### config.mk
export PLATFORM = sky130hd
export DESIGN_NAME = id_ex_stage
export DESIGN_NICKNAME = d
export VERILOG_FILES = /design/src/rtl/id_ex_stage_pkg.sv /design/src/rtl/id_ex_stage_alu_control.sv /design/src/rtl/id_ex_stage.sv
export SDC_FILE = /design/constraint.sdc
export NUM_CORES = 1
export LEC_CHECK = 0
export ABC_AREA = 0
export CORE_MARGIN = 2
export CORE_UTILIZATION = 39
export CTS_CLUSTER_SIZE = 16
export DETAILED_ROUTE_END_ITERATION = 7
export PLACE_DENSITY_LB_ADDON = 0.3
export SYNTH_ARGS = -nofsm -noshare
export SYNTH_HDL_FRONTEND = slang
export SYNTH_HIERARCHICAL = 1
export SYNTH_SLANG_ARGS = --single-unit
### constraint.sdc
create_clock -name clock -period 2.4 [get_ports clock]
set_input_delay 0.48 -clock clock [delete_from_list [all_inputs] [get_ports clock]]
set_output_delay 0.48 -clock clock [all_outputs]
set_load 0.005 [all_outputs]
### src/rtl/id_ex_stage_pkg.sv
// Shared MIPS decode constants, ALU OP codes and control bundle for the ID/EX stage.
// Opcode and funct values are the raw instruction fields.
package id_ex_stage_pkg;

    localparam int DATA_W     = 32;
    localparam int REG_ADDR_W = 5;

    localparam logic [5:0] OP_RTYPE = 6'h00;
    localparam logic [5:0] OP_BEQ   = 6'h04;
    localparam logic [5:0] OP_BNE   = 6'h05;
    localparam logic [5:0] OP_ADDI  = 6'h08;
    localparam logic [5:0] OP_ADDIU = 6'h09;
    localparam logic [5:0] OP_SLTI  = 6'h0A;
    localparam logic [5:0] OP_SLTIU = 6'h0B;
    localparam logic [5:0] OP_ANDI  = 6'h0C;
    localparam logic [5:0] OP_ORI   = 6'h0D;
    localparam logic [5:0] OP_XORI  = 6'h0E;
    localparam logic [5:0] OP_LUI   = 6'h0F;
    localparam logic [5:0] OP_LW    = 6'h23;
    localparam logic [5:0] OP_SW    = 6'h2B;

    localparam logic [5:0] FN_BREAK = 6'h0D;
    localparam logic [5:0] FN_MULT  = 6'h18;
    localparam logic [5:0] FN_MULTU = 6'h19;
    localparam logic [5:0] FN_ADD   = 6'h20;
    localparam logic [5:0] FN_ADDU  = 6'h21;
    localparam logic [5:0] FN_SUB   = 6'h22;
    localparam logic [5:0] FN_SUBU  = 6'h23;
    localparam logic [5:0] FN_AND   = 6'h24;
    localparam logic [5:0] FN_OR    = 6'h25;
    localparam logic [5:0] FN_XOR   = 6'h26;
    localparam logic [5:0] FN_NOR   = 6'h27;
    localparam logic [5:0] FN_SLT   = 6'h2A;
    localparam logic [5:0] FN_SLTU  = 6'h2B;

    typedef enum logic [3:0] {
        ALU_AND   = 4'b0000,
        ALU_OR    = 4'b0001,
        ALU_ADD   = 4'b0010,
        ALU_XOR   = 4'b0011,
        ALU_ADDU  = 4'b0100,
        ALU_SUBU  = 4'b0101,
        ALU_SUB   = 4'b0110,
        ALU_SLT   = 4'b0111,
        ALU_MULT  = 4'b1000,
        ALU_MULTU = 4'b1001,
        ALU_LUI   = 4'b1010,
        ALU_SLTU  = 4'b1011,
        ALU_NOR   = 4'b1100,
        ALU_BRK   = 4'b1111
    } alu_op_e;

    typedef struct packed {
        logic reg_write;
        logic mem_read;
        logic mem_write;
        logic mem_to_reg;
    } ctrl_t;

endpackage

### src/rtl/id_ex_stage_alu_control.sv
// Opcode/funct to 4-bit ALU OP decoder; purely combinational, no state.
// Latency: 0 cycles. Backpressure: none (decoder only).
// Unlisted encodings decode to AND (0000); invalid slots decode to 0000 so BRK never leaks.
module id_ex_stage_alu_control
    import id_ex_stage_pkg::*;
(
    input  logic       i_valid,
    input  logic [5:0] i_opcode,
    input  logic [5:0] i_funct,
    output logic [3:0] o_alu_op
);

    alu_op_e w_op;

    always_comb begin
        w_op = ALU_AND;
        if (i_opcode == OP_RTYPE) begin
            unique case (i_funct)
                FN_ADD:   w_op = ALU_ADD;
                FN_ADDU:  w_op = ALU_ADDU;
                FN_SUB:   w_op = ALU_SUB;
                FN_SUBU:  w_op = ALU_SUBU;
                FN_AND:   w_op = ALU_AND;
                FN_OR:    w_op = ALU_OR;
                FN_XOR:   w_op = ALU_XOR;
                FN_NOR:   w_op = ALU_NOR;
                FN_SLT:   w_op = ALU_SLT;
                FN_SLTU:  w_op = ALU_SLTU;
                FN_MULT:  w_op = ALU_MULT;
                FN_MULTU: w_op = ALU_MULTU;
                FN_BREAK: w_op = ALU_BRK;
                default:  w_op = ALU_AND;
            endcase
        end else begin
            unique case (i_opcode)
                OP_LW, OP_SW, OP_ADDI: w_op = ALU_ADD;
                OP_ADDIU:              w_op = ALU_ADDU;
                OP_SLTI:               w_op = ALU_SLT;
                OP_SLTIU:              w_op = ALU_SLTU;
                OP_ANDI:               w_op = ALU_AND;
                OP_ORI:                w_op = ALU_OR;
                OP_XORI:               w_op = ALU_XOR;
                OP_LUI:                w_op = ALU_LUI;
                OP_BEQ, OP_BNE:        w_op = ALU_SUB;
                default:               w_op = ALU_AND;
            endcase
        end
    end

    assign o_alu_op = i_valid ? w_op : ALU_AND;

endmodule

### src/rtl/id_ex_stage.sv
// ID/EX pipeline register with ALU OP decode, EX/MEM + MEM/WB forwarding and load-use detect.
// Latency: 1 cycle ID->alu_op/control; alu_a/alu_b/store data combinational within EX.
// Backpressure: stall holds all regs, flush (wins over stall) loads a bubble.
module id_ex_stage
    import id_ex_stage_pkg::*;
#(
    parameter int DATA_W     = 32,
    parameter int REG_ADDR_W = 5
) (
    input  logic                  clock,
    input  logic                  reset_n,
    input  logic                  stall,
    input  logic                  flush,
    input  logic                  id_valid,
    input  logic [5:0]            id_opcode,
    input  logic [5:0]            id_funct,
    input  logic [REG_ADDR_W-1:0] id_rs,
    input  logic [REG_ADDR_W-1:0] id_rt,
    input  logic [REG_ADDR_W-1:0] id_rd,
    input  logic [DATA_W-1:0]     id_rs_data,
    input  logic [DATA_W-1:0]     id_rt_data,
    input  logic [DATA_W-1:0]     id_imm,
    input  logic                  id_alu_src,
    input  logic                  id_reg_dst,
    input  logic                  id_reg_write,
    input  logic                  id_mem_read,
    input  logic                  id_mem_write,
    input  logic                  id_mem_to_reg,
    input  logic                  exmem_reg_write,
    input  logic [REG_ADDR_W-1:0] exmem_rd,
    input  logic [DATA_W-1:0]     exmem_result,
    input  logic                  memwb_reg_write,
    input  logic [REG_ADDR_W-1:0] memwb_rd,
    input  logic [DATA_W-1:0]     memwb_result,
    output logic [DATA_W-1:0]     alu_a,
    output logic [DATA_W-1:0]     alu_b,
    output logic [3:0]            alu_op,
    output logic                  ex_valid,
    output logic [DATA_W-1:0]     ex_store_data,
    output logic [REG_ADDR_W-1:0] ex_dest,
    output logic                  ex_reg_write,
    output logic                  ex_mem_read,
    output logic                  ex_mem_write,
    output logic                  ex_mem_to_reg,
    output logic                  load_use_hazard
);

    logic                  r_valid;
    logic [3:0]            r_alu_op;
    logic [REG_ADDR_W-1:0] r_rs;
    logic [REG_ADDR_W-1:0] r_rt;
    logic [REG_ADDR_W-1:0] r_dest;
    logic [DATA_W-1:0]     r_rs_data;
    logic [DATA_W-1:0]     r_rt_data;
    logic [DATA_W-1:0]     r_imm;
    logic                  r_alu_src;
    ctrl_t                 r_ctrl;

    logic [3:0]            w_alu_op;
    ctrl_t                 w_ctrl;
    logic [DATA_W-1:0]     w_fwd_rs;
    logic [DATA_W-1:0]     w_fwd_rt;

    id_ex_stage_alu_control u_alu_control (
        .i_valid  (id_valid),
        .i_opcode (id_opcode),
        .i_funct  (id_funct),
        .o_alu_op (w_alu_op)
    );

    assign w_ctrl = id_valid ? ctrl_t'{id_reg_write, id_mem_read, id_mem_write, id_mem_to_reg}
                             : ctrl_t'('0);

    // A bubble clears the whole stage so a flushed slot never forwards stale operands.
    always_ff @(posedge clock or negedge reset_n) begin
        if (!reset_n) begin
            r_valid   <= 1'b0;
            r_alu_op  <= 4'b0000;
            r_rs      <= '0;
            r_rt      <= '0;
            r_dest    <= '0;
            r_rs_data <= '0;
            r_rt_data <= '0;
            r_imm     <= '0;
            r_alu_src <= 1'b0;
            r_ctrl    <= '0;
        end else if (flush) begin
            r_valid   <= 1'b0;
            r_alu_op  <= 4'b0000;
            r_rs      <= '0;
            r_rt      <= '0;
            r_dest    <= '0;
            r_rs_data <= '0;
            r_rt_data <= '0;
            r_imm     <= '0;
            r_alu_src <= 1'b0;
            r_ctrl    <= '0;
        end else if (!stall) begin
            r_valid   <= id_valid;
            r_alu_op  <= w_alu_op;
            r_rs      <= id_rs;
            r_rt      <= id_rt;
            r_dest    <= id_reg_dst ? id_rd : id_rt;
            r_rs_data <= id_rs_data;
            r_rt_data <= id_rt_data;
            r_imm     <= id_imm;
            r_alu_src <= id_alu_src;
            r_ctrl    <= w_ctrl;
        end
    end

    // EX/MEM is the younger producer, so it takes precedence; r0 is never forwarded.
    always_comb begin
        w_fwd_rs = r_rs_data;
        if (exmem_reg_write && (exmem_rd != '0) && (exmem_rd == r_rs))
            w_fwd_rs = exmem_result;
        else if (memwb_reg_write && (memwb_rd != '0) && (memwb_rd == r_rs))
            w_fwd_rs = memwb_result;
    end

    always_comb begin
        w_fwd_rt = r_rt_data;
        if (exmem_reg_write && (exmem_rd != '0) && (exmem_rd == r_rt))
            w_fwd_rt = exmem_result;
        else if (memwb_reg_write && (memwb_rd != '0) && (memwb_rd == r_rt))
            w_fwd_rt = memwb_result;
    end

    assign alu_a         = w_fwd_rs;
    assign alu_b         = r_alu_src ? r_imm : w_fwd_rt;
    assign alu_op        = r_alu_op;
    assign ex_valid      = r_valid;
    assign ex_store_data = w_fwd_rt;
    assign ex_dest       = r_dest;
    assign ex_reg_write  = r_ctrl.reg_write;
    assign ex_mem_read   = r_ctrl.mem_read;
    assign ex_mem_write  = r_ctrl.mem_write;
    assign ex_mem_to_reg = r_ctrl.mem_to_reg;

    assign load_use_hazard = r_ctrl.mem_read && r_valid && (r_dest != '0) &&
                             ((r_dest == id_rs) || (r_dest == id_rt));

endmodule

# --- After elaboration in Yosys (flattened, before gate mapping) ---
# Memories as Yosys holds them, arrays and structs flattened.
# Index checks and enable logic that the tools add are counted.
op_classes:
  n_mux: 30
  n_reduce_logical: 16
  eq_ne: 18
ops:
  columns: ["op", "count"]
  rows:
  - ["$mux W32", 11]
  - ["$eq A6 B4 Y1 const B", 7]
  - ["$mux W5", 7]
  - ["$pmux W4 S8", 1]
  - ["$eq A5 B5 Y1", 6]
  - ["$mux W4", 7]
  - ["$reduce_bool A5 Y1", 3]
  - ["$eq A6 B3 Y1 const B", 2]
  - ["$eq A6 B6 Y1 const B", 2]
  - ["$logic_and A1 B1 Y1", 9]
  - ["$logic_not A6 Y1", 1]
  - ["$mux W1", 4]
  - ["$reduce_or A3 Y1", 1]
  - ["$ne A2 B1 Y1 const B", 1]
  - ["$reduce_or A2 Y1", 1]
  - ["$logic_or A1 B1 Y1", 1]
totals:
  mem_count: 1
  regBits: 121
  out_inout_bits: 111
  rom_bits: 256
memory_table:
  columns: ["name", "words", "width", "rd", "rd_clocked_by_memory_dff", "wr", "line", "text"]
  rows:
  - ["(name not given)", 64, 4, 1, 0, 0, "id_ex_stage_alu_control.sv:18", "unique case (i_funct)"]

# --- Depth between registers and ports, before layout ---
depth:
  ltp_word: 7
  mapped_depth: 8
  ltp_nobuf: 8

# --- By module ---
# Netlist, hierarchy kept.
by_module_without_submodules:
  columns: ["mod", "n_inst", "area_per_inst_um2", "seq_area_each_um2", "cells_each"]
  rows:
  - ["id_ex_stage", 1, 7115.6, 3027.9, 773]
  - ["id_ex_stage_alu_control", 1, 439.2, 0.0, 62]

# --- Worst setup path before layout ---
# Ideal clock, no wire load.
synth_timing:
  path_type: "input -> output"
  start: "input exmem_rd[1]"
  end: "output alu_b[14]"
  required_time_ns: 1.920
  t_arrival_ns: 1.976
  path_buffers: 2
  stages: 7
  slack_ns: -0.056
  path_cell_list: "or4_1 > o211ai_2 > or2_1 > buf_2 > buf_6 > a31oi_1 > mux2_2"
synth_between:
  elab_chain_cells: 5
synth_lines:
  columns: ["element", "line", "text"]
  rows:
  - ["start, declared", "id_ex_stage.sv:30", "input logic [REG_ADDR_W-1:0] exmem_rd,"]
  - ["$reduce_bool A5 Y1", "id_ex_stage.sv:123", "if (exmem_reg_write && (exmem_rd != '0) && (exmem_rd == r_rt))"]
  - ["$logic_and A1 B1 Y1", "id_ex_stage.sv:123", null]
  - ["$logic_and A1 B1 Y1 *", "id_ex_stage.sv:123", null]
  - ["$mux W32 *", "id_ex_stage.sv:123", null]
  - ["net ex_store_data[14]", "id_ex_stage.sv:39", "output logic [DATA_W-1:0] ex_store_data,"]
  - ["$mux W32 *", "id_ex_stage.sv:130", "assign alu_b = r_alu_src ? r_imm : w_fwd_rt;"]
  - ["end, declared", "id_ex_stage.sv:36", "output logic [DATA_W-1:0] alu_b,"]
# The timed path passes the listed nets; every way through them passes the cells marked *.

# --- Worst setup path in the final report ---
layout_timing:
  start: "register r_rt[1]"
  end: "output alu_b[16]"
layout_between:
  elab_chain_cells: 5
layout_lines:
  columns: ["element", "line", "text"]
  rows:
  - ["start, declared", "id_ex_stage.sv:51", "logic [REG_ADDR_W-1:0] r_rt;"]
  - ["start signal, assigned", "id_ex_stage.sv:102", "r_rt <= id_rt;"]
  - ["$eq A5 B5 Y1", "id_ex_stage.sv:125", "else if (memwb_reg_write && (memwb_rd != '0) && (memwb_rd == r_rt))"]
  - ["$logic_and A1 B1 Y1", "id_ex_stage.sv:125", null]
  - ["$mux W32", "id_ex_stage.sv:125", null]
  - ["$mux W32 *", "id_ex_stage.sv:123", null]
  - ["$mux W32 *", "id_ex_stage.sv:130", null]
# Mark *: on every way between the ends. The rest lies on a longest branch, timed or not.

==> results_dict.tcl <==
set metrics [dict create \
    synth-edff-count 0 \
    reg_top3 "r_imm: 32 flops, r_rs_data: 32 flops, r_rt_data: 32 flops" \
    route.detailed.drc 0 \
    critPathLaunchType "register" \
    antenna_left 0 \
    path_buf_inv 3 \
    min_period_ns 3.08 \
    htreeDepth 4 \
    drtIter0Drc 469 \
    worst_clock_skew_ns 0 \
    crit_path_end "alu_b[16]" \
    rsz0062_at_grt "yes" \
    num_rows 50 \
    drive_gt1_share_pct 41.4 \
    crit_slowest_cell "or4b_4" \
    tightestPinTransition_ns 0.554 \
    leakage_nw 6.57 \
    grt_usage_pct 34.0 \
    setup_ws_ns -0.685 \
    clock-sinks 121 \
    final_common_cell "clkdlybuf4s50_1" \
    r2r_end "r_rt[1]" \
    die_w_um 143 \
    wire_per_inst_um 22.9 \
    dieArea_um2 20500 \
    worstReg2RegStart "r_rt[1]" \
    antenna_found_initial 4 \
    maxCapViolCount 0 \
    violations "hold timing, setup timing" \
    grt_max_degree 52 \
    worstPathArrival_ns 2.60 \
    cts_tree "yes" \
    pwr_density_cell_nw_per_um2 469 \
    path_class "reg2out" \
    numPortBuffers 320 \
    max-vdd-ir-drop_v 0.000545 \
    crit_cells 8 \
    yosysUniqueCellTypes 53 \
    via_per_inst 5.56 \
    crit_chain "xor2_2 > or4b_4 > buf_12 > buf_8 > o21ai_4 > a31oi_2 > mux2_4 > buf_6" \
    start_util_pct 40.1 \
    power_mw 6.95 \
    areaGrowthSynthToFinish_pct 96.0 \
    multi_input_area_um2 5670 \
    cts_root_buffer "clkbuf_16" \
    hold_path.class "in2async" \
    io_pins 321 \
    synthArstFlopShare_pct 100 \
    num-fill-cells 1135 \
    syn_nets 1049 \
    required_ns 1.92 \
    r2r_slack_ns 1.35 \
    relSlewSlack_pct 63.1 \
    netlist_instances 835 \
    grt_pass1_vias 9039 \
    hpwl_um 21500 \
    path_clk_slew_ns 0.06 \
    gp_congestion 0.848 \
    crit_start "r_rt[1]" \
    nets 1510 \
    numCtsBuffers 17 \
    dp_slack_ns -1.49 \
    reg2reg_depth 4 \
    hold_slack_ns -0.00546 \
    ctsLongestPathBuffers 2 \
    endpoint_kind "primary output" \
    worstPathMaxFanout 8 \
    route.vias.total 8747 \
    seq_area_um2 3040 \
    period_share_pct 129 \
    postSynthAreaPerCell_um2 9.05 \
    clk_latency_ns 0.41 \
    overflow 0 \
    yosys_register_bits 121 \
    setup_viol 96 \
    routed_wl_um 36000 \
    cp_top_family "simple AND/OR/NAND/NOR gates" \
    ys_warn_count 6 \
    cp_slowest_stage_delay_ns 0.58 \
    synth_area_um2 7550 \
    grt_pass1_wl_um 52300 \
    synth_ff_type "dfrtp_1" \
    status "finished, violations left" \
    final_cell_mix "209 x clkdlybuf4s50_1, 158 x nor2_1, 136 x mux2i_1" \
    ys_seq_area_share_pct 40.1 \
    drv_slew 0 \
    dr.pass1.iters 4 \
    hold_viol 2 \
    core_um2 18800 \
    die_h_um 143 \
    tns_ns -49.34 \
    timing.fmax_mhz 324 \
]
==> final cells by class <==
type                    count  share of cell area (%)
inverters                   6                   0.152
multi-input cells         641                    38.3
flip-flops and latches    121                    20.5
clock inverters            10                    1.01
clock buffers              21                    3.04
diodes                      4                  0.0676
well taps                 260                    2.20
repair buffers            509                    34.7
==> routing by layer <==
metal,vias to the layer above,global-route usage (%),share of wire (%)
li1,3846,-,-
met1,4315,40.6,38
met2,461,55.2,49
met3,125,9.62,8.5
met4,0,18.9,4.7
met5,-,0,0
==> how the worst min path moves through the flow <==
stage	end	slack (ns)	cells past startpoint
6_report	r_imm[17]	-0.005	1
5_1_grt	r_imm[16]	0.04	1
4_1_cts	r_imm[17]	0.03	1
3_5_place_dp	r_rs_data[16]	0.47	1
3_3_place_gp	r_rs_data[16]	0.46	1
2_1_floorplan	alu_op[0]	0.18	0
==> synth_stat cells (3+ instances only) <==
cell type,instances,area (um2)
nor2_1,209,785
mux2i_1,149,1490
dfrtp_1,121,3030
a21oi_1,48,240
clkbuf_1,31,116
nand2_1,26,97.6
a211oi_1,22,165
o31ai_1,21,158
a21boi_0,18,135
buf_1,18,67.6
xnor2_1,17,149
nand3_1,16,80.1
nor3_1,16,80.1
xor2_1,14,123
a31oi_1,13,81.3
buf_2,13,65.1
mux2_2,13,146
o21ai_1,9,45.0
inv_1,6,22.5
o21ai_0,5,25.0
ha_1,4,50.1
nor2b_1,4,25.0
nand4_1,3,18.8
o22ai_1,3,18.8
or4_1,3,22.5
==> logic make-up after synthesis <==
kind of cell / after synthesis / synth area share [%]
compound gates: 151 / 13.1
fa+ha+maj: 4 / 0.662
simple gates: 292 / 16.6
buf+inv: 73 / 4.16
flops: 121 / 40.1
mux: 163 / 21.9
xor+xnor: 31 / 3.59
==> metrics by stage <==
stage	instances	util, %	cell area [um2]
4_1_cts	1562	75.8	14300
3_5_place_dp	1448	62.8	11800
2_1_floorplan	835	-	7560
5_1_grt	1572	78.7	14800
3_3_place_gp	1448	62.8	11800
6_report	1572	78.7	14800
==> report_power, final <==
group,switching [mW],internal [mW]
registers,0.0963,2.15
logic,0.908,1.10
clock network,0.941,1.75
total,1.95,5.00
==> what timing repair did <==
item | in CTS | in global routing
hold buffers | 0 | 0
pin swaps | 99 | 57
setup buffers | 84 | 16
resized for setup | 718 | 131
setup endpoints to repair | 97 | 97
cloned | 11 | 2
Note: power is estimated with default switching activity, not from simulation.
